**src/rtl/fetch_queue_pkg.sv**
```systemverilog
// Shared types and constants for the fetch stage and its pre-decoder.
package fetch_queue_pkg;

  localparam int unsigned INSN_W       = 32;
  localparam int unsigned GPR_SIZE_DEF = 64;

  localparam logic [INSN_W-1:0] INSN_HLT = 32'hD440_0000;

  localparam int unsigned COND_ALWAYS = 0;
  localparam int unsigned COND_BTFN   = 1;
  localparam int unsigned COND_NEVER  = 2;

  typedef enum logic [1:0] {
    BR_NONE,
    BR_UNCOND,
    BR_COND,
    BR_HALT
  } branch_class_t;

  typedef enum logic {
    ST_FETCH,
    ST_HALTED
  } fetch_state_t;

  // PC fields are GPR_SIZE_DEF wide; narrower GPR_SIZE values are zero-extended into them.
  typedef struct packed {
    logic [INSN_W-1:0]       insnbits;
    logic [GPR_SIZE_DEF-1:0] pc;
    logic                    pred_taken;
    logic [GPR_SIZE_DEF-1:0] branch_pc;
  } fetch_entry_t;

endpackage

```
**src/rtl/fetch_predecode.sv**
```systemverilog
// Combinational branch pre-decoder: classifies an instruction word and computes its PC-relative target.
module fetch_predecode
  import fetch_queue_pkg::*;
#(
  parameter int unsigned GPR_SIZE = GPR_SIZE_DEF
) (
  input  logic [INSN_W-1:0]   in_insnbits,
  input  logic [GPR_SIZE-1:0] in_pc,
  output branch_class_t       out_class_c,
  output logic [GPR_SIZE-1:0] out_target_c
);

  logic [GPR_SIZE-1:0] w_offset;

  always_comb begin
    out_class_c = BR_NONE;
    w_offset    = '0;
    if (in_insnbits == INSN_HLT) begin
      out_class_c = BR_HALT;
    end else if (in_insnbits[31:26] == 6'b000101 || in_insnbits[31:26] == 6'b100101) begin
      out_class_c = BR_UNCOND;
      w_offset    = {{(GPR_SIZE-28){in_insnbits[25]}}, in_insnbits[25:0], 2'b00};
    end else if (in_insnbits[31:24] == 8'b0101_0100 && !in_insnbits[4]) begin
      out_class_c = BR_COND;
      w_offset    = {{(GPR_SIZE-21){in_insnbits[23]}}, in_insnbits[23:5], 2'b00};
    end
  end

  assign out_target_c = in_pc + w_offset;

endmodule

```
**src/rtl/fetch_queue.sv**
```systemverilog
// Fetch stage: PC generation, static branch prediction and a DEPTH-entry queue to decode.
module fetch_queue
  import fetch_queue_pkg::*;
#(
  parameter int unsigned          DEPTH     = 4,
  parameter int unsigned          GPR_SIZE  = GPR_SIZE_DEF,
  parameter logic [GPR_SIZE-1:0]  ENTRY_PC  = '0,
  parameter int unsigned          COND_MODE = COND_ALWAYS
) (
  input  logic                in_clk,
  input  logic                in_rst_n,
  input  logic                in_rob_mispredict,
  input  logic [GPR_SIZE-1:0] in_rob_new_PC,
  output logic [GPR_SIZE-1:0] out_imem_addr,
  input  logic [INSN_W-1:0]   in_imem_data,
  output logic                out_d_valid,
  input  logic                in_d_ready,
  output logic [INSN_W-1:0]   out_d_insnbits,
  output logic [GPR_SIZE-1:0] out_d_PC,
  output logic                out_d_pred_taken,
  output logic [GPR_SIZE-1:0] out_d_branch_PC,
  output logic                out_halted
);

  localparam int unsigned PW = $clog2(DEPTH);
  localparam int unsigned CW = PW + 1;

  fetch_state_t        r_state;
  logic [GPR_SIZE-1:0] r_pc;
  logic [PW-1:0]       r_head;
  logic [PW-1:0]       r_tail;
  logic [CW-1:0]       r_count;
  fetch_entry_t        r_mem [DEPTH];

  branch_class_t       w_class;
  logic [GPR_SIZE-1:0] w_target;
  logic [GPR_SIZE-1:0] w_pc_seq;
  logic [GPR_SIZE-1:0] w_next_pc;
  logic [GPR_SIZE-1:0] w_alt_pc;
  logic                w_pred;
  logic                w_cond_taken;
  logic                w_deq;
  logic                w_enq;

  fetch_predecode #(
    .GPR_SIZE(GPR_SIZE)
  ) u_predecode (
    .in_insnbits (in_imem_data),
    .in_pc       (r_pc),
    .out_class_c (w_class),
    .out_target_c(w_target)
  );

  assign w_pc_seq = r_pc + GPR_SIZE'(4);

  // Static prediction: pick the fetch successor and the alternate PC handed to the ROB.
  always_comb begin
    w_cond_taken = 1'b1;
    if (COND_MODE == COND_BTFN) begin
      w_cond_taken = in_imem_data[23];
    end else if (COND_MODE == COND_NEVER) begin
      w_cond_taken = 1'b0;
    end
    w_pred    = 1'b0;
    w_next_pc = w_pc_seq;
    w_alt_pc  = w_pc_seq;
    case (w_class)
      BR_UNCOND: begin
        w_pred    = 1'b1;
        w_next_pc = w_target;
        w_alt_pc  = w_target;
      end
      BR_COND: begin
        w_pred = w_cond_taken;
        if (w_cond_taken) begin
          w_next_pc = w_target;
        end else begin
          w_alt_pc = w_target;
        end
      end
      default: ;
    endcase
  end

  assign w_deq = (r_count != '0) && in_d_ready;
  assign w_enq = (r_state == ST_FETCH) && !in_rob_mispredict &&
                 ((r_count < CW'(DEPTH)) || w_deq);

  always_ff @(posedge in_clk) begin
    if (!in_rst_n) begin
      r_state <= ST_FETCH;
      r_pc    <= ENTRY_PC;
      r_head  <= '0;
      r_tail  <= '0;
      r_count <= '0;
      for (int i = 0; i < DEPTH; i++) begin
        r_mem[i] <= '0;
      end
    end else if (in_rob_mispredict) begin
      r_state <= ST_FETCH;
      r_pc    <= in_rob_new_PC;
      r_head  <= '0;
      r_tail  <= '0;
      r_count <= '0;
    end else begin
      if (w_enq) begin
        r_mem[r_tail] <= '{insnbits:   in_imem_data,
                           pc:         GPR_SIZE_DEF'(r_pc),
                           pred_taken: w_pred,
                           branch_pc:  GPR_SIZE_DEF'(w_alt_pc)};
        r_tail        <= r_tail + PW'(1);
        r_pc          <= w_next_pc;
        if (w_class == BR_HALT) begin
          r_state <= ST_HALTED;
        end
      end
      if (w_deq) begin
        r_head <= r_head + PW'(1);
      end
      case ({w_enq, w_deq})
        2'b10:   r_count <= r_count + CW'(1);
        2'b01:   r_count <= r_count - CW'(1);
        default: ;
      endcase
    end
  end

  assign out_imem_addr    = r_pc;
  assign out_d_valid      = (r_count != '0);
  assign out_d_insnbits   = r_mem[r_head].insnbits;
  assign out_d_PC         = GPR_SIZE'(r_mem[r_head].pc);
  assign out_d_pred_taken = r_mem[r_head].pred_taken;
  assign out_d_branch_PC  = GPR_SIZE'(r_mem[r_head].branch_pc);
  assign out_halted       = (r_state == ST_HALTED);

endmodule

```
**config.mk**
```make
export PLATFORM = sky130hd
export DESIGN_NAME = fetch_queue
export DESIGN_NICKNAME = d
export VERILOG_FILES = /design/src/rtl/fetch_queue_pkg.sv /design/src/rtl/fetch_predecode.sv /design/src/rtl/fetch_queue.sv
export SDC_FILE = /design/constraint.sdc
export NUM_CORES = 1
export LEC_CHECK = 0
export ABC_CLOCK_PERIOD_IN_PS = 7400
export CAP_MARGIN = 20
export CORE_MARGIN = 5
export CORE_UTILIZATION = 28
export DETAILED_ROUTE_END_ITERATION = 12
export PLACE_DENSITY = 0.53
export SKIP_LAST_GASP = 1
export SYNTH_ARGS = -nofsm -noshare
export SYNTH_HDL_FRONTEND = slang
export SYNTH_SLANG_ARGS = --single-unit
```
**constraint.sdc**
```tcl
create_clock -name in_clk -period 7.4 [get_ports in_clk]
set_clock_uncertainty 0.05 [all_clocks]
set_input_delay 1.48 -clock in_clk [delete_from_list [all_inputs] [get_ports in_clk]]
set_output_delay 1.48 -clock in_clk [all_outputs]
set_load 0.01 [all_outputs]
```
==> out/qor.txt <==
vias in the first global route: 25,700
CTS tree: done
most frequent cells in the layout: edfxtp_1 (636), nor2_1 (368), clkdlybuf4s50_1 (324)
ranking of synthesized cells by area: edfxtp_1 (52%), mux4_2 (9.8%), and2_1 (4.9%)
total CTS buffers: 84
critical path data arrival time: 6.90 ns
Sink Count: 710
core outline area: 130,000 µm²
clock insertion delay at the later pin of the skew report: 0.66 ns
first-pass GRT wire length: 187,000 µm
adder-cell share of the synthesized area: 0.0226
io pins: 327
Final period util: 0.889
Synth Area in Simple Gates: 0.157
area fraction of the dominant cell type after synthesis: 0.521
PwrDens: 225 nW/µm²
Tot Pwr: 10.1 mW
unrepaired setup endpoints after global routing: false
register area share after synthesis: 0.561
status: finished clean
vias per cell: 5.09
clock root buffer master: clkbuf_16
Worst-Margin Slew: 1.11 ns
Slew Limit Fails: 0
Startpoint Class: primary input
WL final: 130,000 µm
post-synth top area cell: edfxtp_1
synthesis-to-finish area growth: 22.3%
Cells after Synth: 3,072
Crit. End Element: flop
slowest stage cell, crit path: a2111oi_0
CP delay by family, top: compound AO/OA/AOI/OAI gates
setup TNS: 0 ns
Final min period: 6.58 ns
Synth Area in XOR/XNOR: 0.0294
met2 Track Usage GR: 0.294
commonest register cell after synthesis: edfxtp_1
largest net degree at the start of global routing: 83
number of antenna violations at the first check in global routing: 28
hpwl dp: 87,500 µm
total track usage: 0.184
largest family of logic cells by synthesized area: simple AND/OR/NAND/NOR gates
Syn Std Cell Area: 36,700 µm²
crit path cell chain: clkdlybuf4s50_1 > and4bb_2 > nor2b_4 > a22o_1 > ha_1 > inv_1 > fa_1 > nand2b_1 > a211oi_1 > o21ai_0 > nand2_1 > a31oi_1 > o21ai_2 > a22oi_1 > a2111oi_0 > o21ai_0 > a31oi_1 > nor2_1
WP buf/inv: 2
GRT Residual Overflow: 0
CP Data Required Time: 7.72 ns
crit-path max FO: 22
critical path class: primary input to flop
Die Width: 372 µm
Synth Net Count: 3,237
post-synthesis async set-or-reset flop share: 0
Hold WC Path Type: flop to flop
endpoints failing setup: 0
Resized cells post-CTS: 0
fmax: 152 MHz
CTS max path bufs: 3
Synth Area in Compound Gates: 0.0970
Post-synth EDFFs: 636
Yosys reg bits: 710
Core Rows: 132
Synth Area per Inst: 11.9 µm²
total number of vias: 26,200
nets: 3,479
Detailed Route Iter0 Violations: 2,618
Starting Density: 0.282
Max IR drop VDD: 0.000165 V
Clock H-tree levels: 3
share of cells above drive strength 1: 0.119
die area: 138,000 µm²
Die H: 372 µm
Post-CTS Setup Repair Bufs: 0
first drt pass iteration count: 5
Cell variety after synth: 78
Most Crowded Layer GR: met2
Port Buffers: 326
M3 GR Usage: 0.0446
most common cell after layout, fill and taps aside: edfxtp_1
# hold bufs at CTS: 0
DR DRC count: 0
post-synthesis mux area share: 0.0998
routability cong.: 0.934
Leakage Power: 16.3 nW
Yosys warnings: 0
Final Hold Viols: 0
M1 GR Usage: 0.251
Max-slew headroom: 0.258
slowest cell delay on critical path: 0.68 ns
routed len/inst: 25.2 µm
Worst-path clk slew: 0.06 ns
max cap viols: 0
Final ANT Viol Nets: 0
==> Yosys cell counts (21+ instances only) <==
cell type and number:
xor2_1 43, a21o_1 47, and3_1 104, ha_1 63, a31oi_1 27, nor2_1 370, xnor2_1 80, nand2_1 185
o21ai_0 116, nor3_1 33, nand3_1 56, dfxtp_1 74, edfxtp_1 636, mux4_2 159, a211oi_1 21, and2_1 289
buf_1 34, nand4_1 29, a21oi_1 160, clkbuf_1 191, inv_1 69, o211ai_1 37
==> cell type report <==
cell class                      instances  area (µm²)
Tap cell                             1742        2180
Inverter                               70         263
Multi-Input combinational cell       2049       15000
Antenna cell                           17        42.5
Clock inverter                         42         541
Sequential cell                       710       20600
Clock buffer                          116        2340
Timing Repair Buffer                  399        3890
Fill cell                           12900       85000
==> report_power, final <==
group	switching, mW	leakage [nW]	internal (mW)
clock network	1.74	1.38	2.61
registers	0.119	7.22	4.57
logic	0.613	7.69	0.432
==> per-stage QoR <==
stage                     setup WS (ns)  hold slack (ns)  cell area, µm²   util  std cells
after floorplan                   0.467            0.424           36700      -       3072
after global placement            0.258            0.455           41900  0.323       4969
after detailed placement          0.185            0.460           41900  0.323       4970
after CTS                         0.878            0.473           44800  0.345       5128
after global routing              0.295            0.504           44800  0.345       5131
final                             0.823            0.471           44800  0.345       5145
==> worst register-to-register path: cells and delay by family (launching register included) <==
family / cells / cell delay, ns
and+or+nand+nor: 3 / 0.48
AOI/OAI and AO/OA: 8 / 2.56
DFF: 1 / 0.67
buffers and inverters: 1 / 0.07
adders and majority gates: 2 / 0.71
==> registers in the layout (all words and copies together), names as in the netlist, named ones only <==
signal,flops
r_mem,636
out_imem_addr,64
r_count,3
r_head,2
r_tail,2
out_halted,1
==> per-layer routing <==
layer / part of all wire / vias up
met3: 0.083 / 156
li1: - / 11900
met2: 0.47 / 954
met5: 0.00097 / -
met1: 0.43 / 13200
met4: 0.023 / 16
==> cell families (layout without fill, tap and decap cells) <==
family,after synthesis,count (layout)
xor+xnor,123,123
fa+ha+maj,65,65
mux,167,167
other cells,0,17
buf+inv,313,627
simple gates,1146,1146
flops,710,710
compound gates,548,548
==> final timing paths <==
| kind | start | end | slack, ns | cells after the start |
|---|---|---|---|---|
| hold / removal | r_count[1] | r_count[1] | 0.47 | 2 |
| hold reg to reg | r_count[1] | r_count[1] | 0.47 | 2 |
| setup / recovery | in_imem_data[27] | r_mem[0][62] | 0.82 | 18 |
| setup reg to reg | out_imem_addr[2] | r_mem[0][62] | 2.61 | 14 |
(Power assumes the default switching activity.)
